File: src/rtl/uart_bus_ctrl.sv
// uart_bus_ctrl: memory-mapped UART slave on the CPU data bus (TXD @BASE, RXD @BASE+4, CON @BASE+8).
// Latency: ReadData is combinational; writes/flag clears land on the strobe edge; TX frame = 10*CLK_DIV cycles.
// Backpressure: none on the bus; a TXD write while tx_busy is dropped silently, RX overwrite flags rx_overrun.
// Ports: clk/reset (async active-low); MemRd/MemWr/Addr/WriteData/ReadData bus slave;
//        UART_RX/UART_TX serial pins; IRQ_RX/IRQ_TX level interrupts.
module uart_bus_ctrl #(
  parameter int unsigned CLK_DIV   = 2604,           // clk cycles per bit, 4..65535
  parameter logic [31:0] BASE_ADDR = 32'h40000018
) (
  input  logic        clk,
  input  logic        reset,
  input  logic        MemRd,
  input  logic        MemWr,
  input  logic [31:0] Addr,
  input  logic [31:0] WriteData,
  output logic [31:0] ReadData,
  input  logic        UART_RX,
  output logic        UART_TX,
  output logic        IRQ_RX,
  output logic        IRQ_TX
);

  localparam logic [15:0] DIV_LAST  = 16'(CLK_DIV - 1);
  localparam logic [15:0] HALF_LAST = 16'(CLK_DIV / 2 - 1);

  typedef enum logic [1:0] {S_IDLE, S_START, S_DATA, S_STOP} state_t;

  // Bus decode: exact word addresses only
  logic sel_txd, sel_rxd, sel_con;
  logic wr_txd, wr_con, rd_rxd, rd_con;
  assign sel_txd = (Addr == BASE_ADDR);
  assign sel_rxd = (Addr == BASE_ADDR + 32'd4);
  assign sel_con = (Addr == BASE_ADDR + 32'd8);
  assign wr_txd  = MemWr & sel_txd;
  assign wr_con  = MemWr & sel_con;
  assign rd_rxd  = MemRd & sel_rxd;
  assign rd_con  = MemRd & sel_con;

  logic unused_wdata;
  assign unused_wdata = ^WriteData[31:8];

  // TX path
  state_t      tx_state_q;
  logic [15:0] tx_cnt_q;
  logic [2:0]  tx_idx_q;
  logic [7:0]  tx_byte_q;
  logic        tx_line_q;
  logic        tx_busy;
  logic        tx_done_set;

  assign tx_busy     = (tx_state_q != S_IDLE);
  assign tx_done_set = (tx_state_q == S_STOP) && (tx_cnt_q == DIV_LAST);

  always_ff @(posedge clk or negedge reset) begin
    if (!reset) begin
      tx_state_q <= S_IDLE;
      tx_cnt_q   <= '0;
      tx_idx_q   <= '0;
      tx_byte_q  <= '0;
      tx_line_q  <= 1'b1;
    end else begin
      case (tx_state_q)
        S_IDLE: begin
          if (wr_txd) begin
            tx_byte_q  <= WriteData[7:0];
            tx_line_q  <= 1'b0;
            tx_cnt_q   <= '0;
            tx_state_q <= S_START;
          end
        end
        S_START: begin
          if (tx_cnt_q == DIV_LAST) begin
            tx_cnt_q   <= '0;
            tx_idx_q   <= '0;
            tx_line_q  <= tx_byte_q[0];
            tx_state_q <= S_DATA;
          end else begin
            tx_cnt_q <= tx_cnt_q + 16'd1;
          end
        end
        S_DATA: begin
          if (tx_cnt_q == DIV_LAST) begin
            tx_cnt_q <= '0;
            if (tx_idx_q == 3'd7) begin
              tx_line_q  <= 1'b1;
              tx_state_q <= S_STOP;
            end else begin
              tx_idx_q  <= tx_idx_q + 3'd1;
              tx_line_q <= tx_byte_q[tx_idx_q + 3'd1];
            end
          end else begin
            tx_cnt_q <= tx_cnt_q + 16'd1;
          end
        end
        S_STOP: begin
          if (tx_cnt_q == DIV_LAST) begin
            tx_cnt_q   <= '0;
            tx_state_q <= S_IDLE;
          end else begin
            tx_cnt_q <= tx_cnt_q + 16'd1;
          end
        end
        default: tx_state_q <= S_IDLE;
      endcase
    end
  end

  // RX path: synchroniser flops reset high so release of reset never looks like a start bit
  state_t      rx_state_q;
  logic [15:0] rx_cnt_q;
  logic [2:0]  rx_idx_q;
  logic [7:0]  rx_shift_q;
  logic        rx_s1_q, rx_s2_q, rx_prev_q;
  logic        rx_ok_set, rx_bad_set;

  assign rx_ok_set  = (rx_state_q == S_STOP) && (rx_cnt_q == DIV_LAST) &&  rx_s2_q;
  assign rx_bad_set = (rx_state_q == S_STOP) && (rx_cnt_q == DIV_LAST) && !rx_s2_q;

  always_ff @(posedge clk or negedge reset) begin
    if (!reset) begin
      rx_s1_q    <= 1'b1;
      rx_s2_q    <= 1'b1;
      rx_prev_q  <= 1'b1;
      rx_state_q <= S_IDLE;
      rx_cnt_q   <= '0;
      rx_idx_q   <= '0;
      rx_shift_q <= '0;
    end else begin
      rx_s1_q   <= UART_RX;
      rx_s2_q   <= rx_s1_q;
      rx_prev_q <= rx_s2_q;
      case (rx_state_q)
        S_IDLE: begin
          if (rx_prev_q && !rx_s2_q) begin
            rx_cnt_q   <= '0;
            rx_state_q <= S_START;
          end
        end
        S_START: begin
          // half-bit wait puts every later sample near the bit centre
          if (rx_cnt_q == HALF_LAST) begin
            rx_cnt_q   <= '0;
            rx_idx_q   <= '0;
            rx_state_q <= rx_s2_q ? S_IDLE : S_DATA;
          end else begin
            rx_cnt_q <= rx_cnt_q + 16'd1;
          end
        end
        S_DATA: begin
          if (rx_cnt_q == DIV_LAST) begin
            rx_cnt_q   <= '0;
            rx_shift_q <= {rx_s2_q, rx_shift_q[7:1]};
            if (rx_idx_q == 3'd7) rx_state_q <= S_STOP;
            else                  rx_idx_q   <= rx_idx_q + 3'd1;
          end else begin
            rx_cnt_q <= rx_cnt_q + 16'd1;
          end
        end
        S_STOP: begin
          if (rx_cnt_q == DIV_LAST) begin
            rx_cnt_q   <= '0;
            rx_state_q <= S_IDLE;
          end else begin
            rx_cnt_q <= rx_cnt_q + 16'd1;
          end
        end
        default: rx_state_q <= S_IDLE;
      endcase
    end
  end

  // Status/control registers; a set in the same cycle as a read-clear wins
  logic [7:0] rx_data_q;
  logic       rx_valid_q, rx_ovr_q, frame_err_q, tx_done_q;
  logic       tx_ie_q, rx_ie_q;

  always_ff @(posedge clk or negedge reset) begin
    if (!reset) begin
      rx_data_q   <= '0;
      rx_valid_q  <= 1'b0;
      rx_ovr_q    <= 1'b0;
      frame_err_q <= 1'b0;
      tx_done_q   <= 1'b0;
      tx_ie_q     <= 1'b0;
      rx_ie_q     <= 1'b0;
    end else begin
      if (rx_ok_set) rx_data_q <= rx_shift_q;
      rx_valid_q  <= rx_ok_set | (rx_valid_q & ~rd_rxd);
      rx_ovr_q    <= (rx_ok_set & rx_valid_q) | (rx_ovr_q & ~rd_con);
      frame_err_q <= rx_bad_set | (frame_err_q & ~rd_con);
      tx_done_q   <= tx_done_set | (tx_done_q & ~rd_con);
      if (wr_con) begin
        tx_ie_q <= WriteData[0];
        rx_ie_q <= WriteData[1];
      end
    end
  end

  always_comb begin
    ReadData = '0;
    if (MemRd) begin
      if (sel_txd)      ReadData = {24'b0, tx_byte_q};
      else if (sel_rxd) ReadData = {24'b0, rx_data_q};
      else if (sel_con) ReadData = {25'b0, frame_err_q, rx_ovr_q, tx_busy,
                                    rx_valid_q, tx_done_q, rx_ie_q, tx_ie_q};
    end
  end

  assign UART_TX = tx_line_q;
  assign IRQ_RX  = rx_ie_q & rx_valid_q;
  assign IRQ_TX  = tx_ie_q & tx_done_q;

endmodule
File: config.mk
export PLATFORM = sky130hd
export DESIGN_NAME = uart_bus_ctrl
export DESIGN_NICKNAME = d
export VERILOG_FILES = /design/src/rtl/uart_bus_ctrl.sv
export SDC_FILE = /design/constraint.sdc
export NUM_CORES = 1
export LEC_CHECK = 0
export BUFFER_PORTS_ARGS = -buffer_cell sky130_fd_sc_hd__buf_2
export CAP_MARGIN = 30
export CORE_ASPECT_RATIO = 1.75
export CORE_MARGIN = 2
export CORE_UTILIZATION = 55
export DETAILED_ROUTE_END_ITERATION = 10
export GPL_TIMING_DRIVEN = 0
export PLACE_DENSITY = 0.9
export SYNTH_ARGS = -nofsm -noshare
export SYNTH_HDL_FRONTEND = slang
export SYNTH_SLANG_ARGS = --single-unit
File: constraint.sdc
create_clock -name clk -period 3.04 [get_ports clk]
set_input_delay 0.456 -clock clk [delete_from_list [all_inputs] [get_ports clk]]
set_output_delay 0.456 -clock clk [all_outputs]
set_load 0.02 [all_outputs]
==> results.md, run 1 <==
- Syn Area/Cell: about 10 um2
- Worst-path fanout max: 7
- Commonest register cell after synthesis: dfrtp_1
- DPL Wire Length: 7.99 mm
- Least-Margin Pin Slew: 1130 ps
- Nets: roughly 630
- Drt first pass iters: 5
- Wire per inst: about 18 um
- Final Hold Vio Count: 0
- DR iter-0 viols: between 200 and 300
- Antenna violations before repair: 0
- Clock latency at the later pin of the worst-skew pair: 340 ps
- Most common cell in the netlist: dfrtp_1
- Worst path depth: 7
- Synthesized cell area: 4540 um2
- Worst Path Buf+Inv: 3
- CTS Hold Buffers Added: 0
- Ports: approximately 100
- Std cell rows: between 40 and 50
- R2R depth: 6
- Post-CTS Resized: 0
- Crit share post-route: roughly 95%
- Crit path launch: Addr[19]
- CTS sink count: 76
- Top layer in use: met4
- Core area: 7960 um2
- Number of distinct library cells after synthesis: 65
- Area delta synth->final: 17.7%
- Worst setup EP type: output port
- Htree depth: 3
- Leak Pwr: 2.67 nW
- GPL Wtd Cong: 0.914
- DR vias/cell: around 6.2
- Final Max Slew Viols: 0
- Startpoint type of the worst setup path: input pin
- Period minus WS final: 2880 ps
- Clock Tree Buf Depth: 2
- Critical R2R Capture: tx_state_q[1]
- Top cell by count, worst path: buf_2
- Max stage delay on crit path: 600 ps
- R2R setup slack: 320 ps
- Max Clock Freq: 0.347 GHz
- DIE AREA: about 9000 um2
- Post-Synthesis Cells: about 460
- Metal-1 WL: 3.95 mm
- Post-synthesis async set-or-reset flop share: 100%
- Critical path class: input pin to output port
- Post-synth top cells: 72 x dfrtp_1, 32 x nand2_1, 31 x o21ai_0, 25 x buf_4, 22 x nor2_1
- RSZ-0062 raised after global routing: false
- Worst Path Required: 2580 ps
- DRT Wirelength: approximately 11 mm
- First-pass GRT wire length: 18.3 mm
- CP arrival: around 2400 ps
- Worst hold path type: input pin to async pin
- Port bufs: 54
- Fillers: 630
- Number of CTS-inserted buffers: 9
- Largest area contributor in the netlist: dfrtp_1
- Worst vdd rail ir drop: between 0.0005 and 0.0006 V
- Slowest CP cell: or4_1
- Starting Density: 57.0%
- CTS tree: yes
- Top cells by area, synth: dfrtp_1 40%, mux2_2 4.7%, buf_4 4.1%, o21ai_0 3.4%, ha_1 3.3%
- Clk pin slew, worst setup/hold paths: ~60 ps
- Yosys warnings: 0
- Antenna cells: 0
- Kind of cell adding the most delay to the critical path: simple AND/OR/NAND/NOR gates
- Register area share after synthesis: between 40% and 50%
- Metal3 WL: 546 um
- Share of the synthesized area in the top cell type: 39.7%
- Worst slew margin: between 20 and 25%
- GRT overflow: 0
- Die Span X: between 70 and 80 um
- Crit-path cells: buf_2 > nor4_1 > nand4_1 > or4_1 > clkbuf_1 > o211a_1 > buf_2
- Setup bufs post-CTS: 0
- Setup TNS: 0 ps
- Status: finished clean
- PwrDens: approximately 450 nW/um2
- Die Height: 124 um
- Vias in the first global route: 3,984
- Worst clock skew: 6.22 ps
- End point of the critical path: ReadData[4]
- Yosys reg bits: 76
- Layout cells sized above 1: 27.9%
- Vias post-DR: 3,943
- Endpoints failing setup: 0
- Worst reg2reg path startpoint: tx_idx_q[0]
- # DRC: 0
- EDFF count, synth: 0
- Post-layout util: 67.1%
- Largest net degree at the start of global routing: between 70 and 80
- Clk root buf: clkbuf_16
- Max-Cap Viols: 0
- Total track usage: 26.2%
- Met2 WL: 6.24 mm
- Remaining antenna violation count: 0
## layer usage
metal  up-vias  global-route usage [%]
li1       1818                       -
met1      1896                    28.1
met2       178                    46.6
met3        51                    4.85
met4         0                    16.0
met5         -                       0
## kinds of logic (layout without fill, tap and decap cells)
group / Yosys count / after routing / synth area share [%]
simple gates: 160 / 160 / 20.4
fa+ha+maj: 12 / 12 / 3.31
buf+inv: 63 / 134 / 7.83
compound gates: 107 / 107 / 16.6
flops: 76 / 76 / 42.0
other cells: 1 / 24 / 0.0826
mux: 36 / 36 / 9.84
## power by group
| group | internal [mW] | switching (mW) | leakage, nW |
|---|---|---|---|
| clock | 0.564 | 0.448 | 0.129 |
| combinational | 0.122 | 0.165 | 1.60 |
| sequential | 1.06 | 0.0547 | 0.938 |
| total | 1.74 | 0.668 | 2.67 |
## cell usage in the layout (no fill, tap or decap), types with 4 or more instances in the layout
cell and n:
a21o_1 6, a21oi_1 9, a22o_1 5, a31oi_1 7, and2_1 6, and3_1 8
buf_2 55, buf_4 27, clkbuf_1 11, clkbuf_16 9, conb_1 24, dfrtp_1 72
dfstp_2 4, ha_1 12, inv_1 20, inv_6 4, mux2_2 19, mux2_4 7
mux2i_1 6, nand2_1 32, nand3_1 13, nand4_1 7, nor2_1 22, nor2b_1 12
nor3_1 18, nor4_1 5, nor4_2 4, o211a_1 7, o21ai_0 31, o22ai_1 5
o2bb2ai_1 8, o31ai_1 9, o41ai_1 4, or3_1 5, or4_1 4
## area by class of cell
type,instances,area [um2],area share (%)
sequential,76,1910,35.7
timing repair buffer,56,308,5.76
multi-input combinational,339,2380,44.6
buffer,42,277,5.18
clock buffer,9,225,4.22
clock inverter,7,57.6,1.08
tap,90,113,2.11
inverter,20,75.1,1.41
## state kept, by name, indices dropped and copies added, names as in the netlist, 2 cells and up, named ones only
| register | flops |
|---|---|
| rx_cnt_q | 16 |
| tx_cnt_q | 16 |
| rx_data_q | 8 |
| rx_shift_q | 8 |
| tx_byte_q | 8 |
| rx_idx_q | 3 |
| tx_idx_q | 3 |
| tx_state_q | 2 |
## through the flow
step | power [mW] | instances | hold WS, ps | worst slack, ps | area (um2)
detailed placement | 1.40 | 624 | 352 | 76.1 | 5050
global placement | 1.38 | 622 | 348 | 94.6 | 5010
global route | 2.50 | 639 | 172 | 72.7 | 5340
floorplan | 1.30 | 478 | 160 | 244 | 4630
CTS | 2.42 | 640 | 146 | 54.9 | 5330
finish | 2.41 | 639 | 114 | 159 | 5340
## worst min path at each step
stage | startpoint | endpoint | slack (ps)
after detailed placement | rx_s1_q | rx_s2_q | 350
after global placement | rx_s1_q | rx_s2_q | 350
final | reset | rx_cnt_q[8] | 110
after CTS | reset | tx_cnt_q[5] | 150
after global routing | reset | rx_cnt_q[8] | 170
after floorplan | reset | async pin | 160
No activity file was read; power rests on OpenSTA's default activity.
==> run 2, diff against run 1 <==
--- a/config.mk
+++ b/config.mk
@@ -7,5 +7,4 @@
 export LEC_CHECK = 0
 export BUFFER_PORTS_ARGS = -buffer_cell sky130_fd_sc_hd__buf_2
-export CAP_MARGIN = 30
 export CORE_ASPECT_RATIO = 1.75
 export CORE_MARGIN = 2
@@ -14,4 +13,5 @@
 export GPL_TIMING_DRIVEN = 0
 export PLACE_DENSITY = 0.9
+export SLEW_MARGIN = 10
 export SYNTH_ARGS = -nofsm -noshare
 export SYNTH_HDL_FRONTEND = slang
==> constraint.sdc (replaced) <==
create_clock -name clk -period 3.04 [get_ports clk]
set_input_delay 0 -clock clk [delete_from_list [all_inputs] [get_ports clk]]
set_output_delay 0 -clock clk [all_outputs]
set_load 0.02 [all_outputs]
==> run 2 against run 1 <==
  * Fmax is 4.6% higher
  * Final area increased by 1.7%
  * Sequential power is essentially flat
  * Worst setup slack improved by 130 ps
  * Critical path type is now flip-flop to flip-flop
  * Critical endpoint is now tx_cnt_q[13]
==> results.md, run 2 (same netlist as run 1, synthesis figures left out) <==
- Biggest regs: rx_cnt_q: 16 flops, tx_cnt_q: 16 flops
- Die Height: 124 um (unchanged)
- Clk pin slew, worst setup/hold paths: 60 ps (about the same)
- Max-Cap Viols: 0 (unchanged)
- Worst vdd rail ir drop: 0.000512 V (-7.8%)
- Post-route cell area: 5430 um2 (+1.7%)
- Worst Path Required: 3250 ps (+670 ps)
- Worst slew margin: 27.4% (+3.2 points)
- Remaining antenna violation count: 0 (unchanged)
- Leak Pwr: 2.70 nW (+0.96%)
- Worst setup EP type: flip-flop
- Vias in the first global route: 4,064 (+2.0%)
- Least-Margin Pin Slew: 1080 ps (-48.0 ps)
- DR vias/cell: 6.20 (+0.41%)
- Vias post-DR: 4,021 (+2.0%)
- Critical R2R Capture: tx_cnt_q[13]
- Total track usage: 28.3% (+2.1 points)
- Final Max Slew Viols: 0 (unchanged)
- Worst hold path type: input pin to async pin
- Clock latency at the later pin of the worst-skew pair: 340 ps (about the same)
- Die Span X: 72.7 um (unchanged)
- Max stage delay on crit path: 700 ps (+100 ps)
- Post-CTS Resized: 0 (unchanged)
- Worst-path fanout max: 10 (+3)
- GPL Wtd Cong: 0.914 (unchanged)
- # DRC: 0 (unchanged)
- Crit-path cells: ha_1 > or4bb_1 > o41ai_2 > buf_4 > nor2_1 > o21ai_0 > o21ai_1
- DIE AREA: 9030 um2 (unchanged)
- Worst clock skew: 6.95 ps (+0.735 ps)
- DRT Wirelength: 12.1 mm (+7.4%)
- Core area: 7960 um2 (unchanged)
- Fillers: 583 (-7.5%)
- Largest net degree at the start of global routing: 69 (-10%)
- Endpoints failing setup: 0 (unchanged)
- Startpoint type of the worst setup path: flip-flop
- Starting Density: 57.0% (unchanged)
- Power Total: 2.41 mW (+0.12%)
- Number of CTS-inserted buffers: 9 (unchanged)
- Ports: 104 (unchanged)
- Critical path class: flip-flop to flip-flop
- CTS sink count: 76 (unchanged)
- Slowest CP cell: o41ai_2
- DPL Wire Length: 8.04 mm (+0.56%)
- Setup TNS: 0 ps (unchanged)
- Commonest non-fill, non-tap cell in the layout: dfrtp_1
- Clock Tree Buf Depth: 2 (unchanged)
- R2R depth: 7 (+1)
- PwrDens: 444 nW/um2 (-1.6%)
- Antenna cells: 0 (unchanged)
- Area delta synth->final: 19.7%
- Drt first pass iters: 5 (unchanged)
- GRT overflow: 0 (unchanged)
- Final Hold Vio Count: 0 (unchanged)
- Nets: 635 (+1.6%)
- First-pass GRT wire length: 19.6 mm (+7.0%)
- CTS tree: yes
- Placed Area: 5040 um2 (-0.15%)
- Max Clock Freq: 0.363 GHz (+4.6%)
- Crit share post-route: 90.6% (-4.2 points)
- Worst reg2reg path startpoint: tx_cnt_q[0]
- Wire per inst: 18.7 um (+5.8%)
- Port bufs: 54 (unchanged)
- Clk root buf: clkbuf_16
- Most frequent cells in the layout: 72 x dfrtp_1, 55 x buf_2, 32 x nand2_1, 31 x o21ai_0, 26 x buf_4
- DR iter-0 viols: 376 (+30%)
- R2R setup slack: 290 ps (-30 ps)
- Status: finished clean
- Layout cells sized above 1: 27.0% (-0.86 points)
- CP arrival: 2970 ps (+550 ps)
- Htree depth: 3 (unchanged)
- Std cell rows: 43 (unchanged)
- Antenna violations before repair: 0 (unchanged)
- Period minus WS final: 2750 ps (-126 ps)
- RSZ-0062 raised after global routing: false
run 2: changes by cell type in the layout (fill, tap and decap cells not counted), sizes merged:
cell | previous run | this run
clkinv | 0 | 4
inv | 24 | 20
buf | 87 | 86
clkinvlp | 3 | 2
clkbuf | 20 | 22
dlygate4sd3 | 0 | 10
run 2: layout make-up:
cell class / count / area [um2] / share of cell area (%)
multi-input cells: 339 / 2370 / 43.6
flip-flops and latches: 76 / 1910 / 35.1
repair buffers: 65 / 400 / 7.37
plain buffers: 43 / 280 / 5.16
clock buffers: 10 / 239 / 4.40
well taps: 90 / 113 / 2.07
inverters: 20 / 75.1 / 1.38
clock inverters: 6 / 50.0 / 0.921
run 2: timing repair:
| item | CTS | global route |
|---|---|---|
| hold buffers | 10 | 0 |
| setup buffers | 0 | 0 |
| hold endpoints to repair | 83 | 0 |
run 2: worst max-delay path by stage:
stage | start | end | slack (ps)
after floorplan | tx_idx_q[0] | tx_state_q[1] | 530
after global placement | tx_idx_q[0] | tx_state_q[1] | 420
final | tx_cnt_q[0] | tx_cnt_q[13] | 290
after global routing | tx_idx_q[0] | tx_state_q[1] | 120
after CTS | tx_idx_q[0] | tx_state_q[1] | 310
after detailed placement | tx_idx_q[0] | tx_state_q[1] | 330
run 2: power by group:
part	switching (mW)	total, mW	internal [mW]
Clock	0.429	1.01	0.580
Sequential	0.0556	1.11	1.06
Combinational	0.163	0.293	0.129
run 2: worst max-delay path, delay by kind of cell, from the launching register on:
family	cells	cell delay (ps)
AO/OA/AOI/OAI	3	1020
adder cells (fa/ha/maj)	1	240
buffers and inverters	1	300
flip-flops	1	390
AND/OR/NAND/NOR	2	680
run 2: metrics by stage:
stage                     setup slack, ps  utilization [%]  hold slack [ps]  instances
after detailed placement              330             63.3             -152        623
after global placement                420             62.9              107        622
after floorplan                       531                -             -296        478
after CTS                             307             68.2             35.5        649
final                                 285             68.2             33.5        649
after global routing                  121             68.2             42.0        649
run 2: per-layer routing:
metal	part of all wire (%)	wire length [um]	global-route usage, %
met1	36	4300	30.5
met5	0	0	0
met3	4.2	505	5.83
met2	56	6760	50.7
met4	4.5	542	15.6
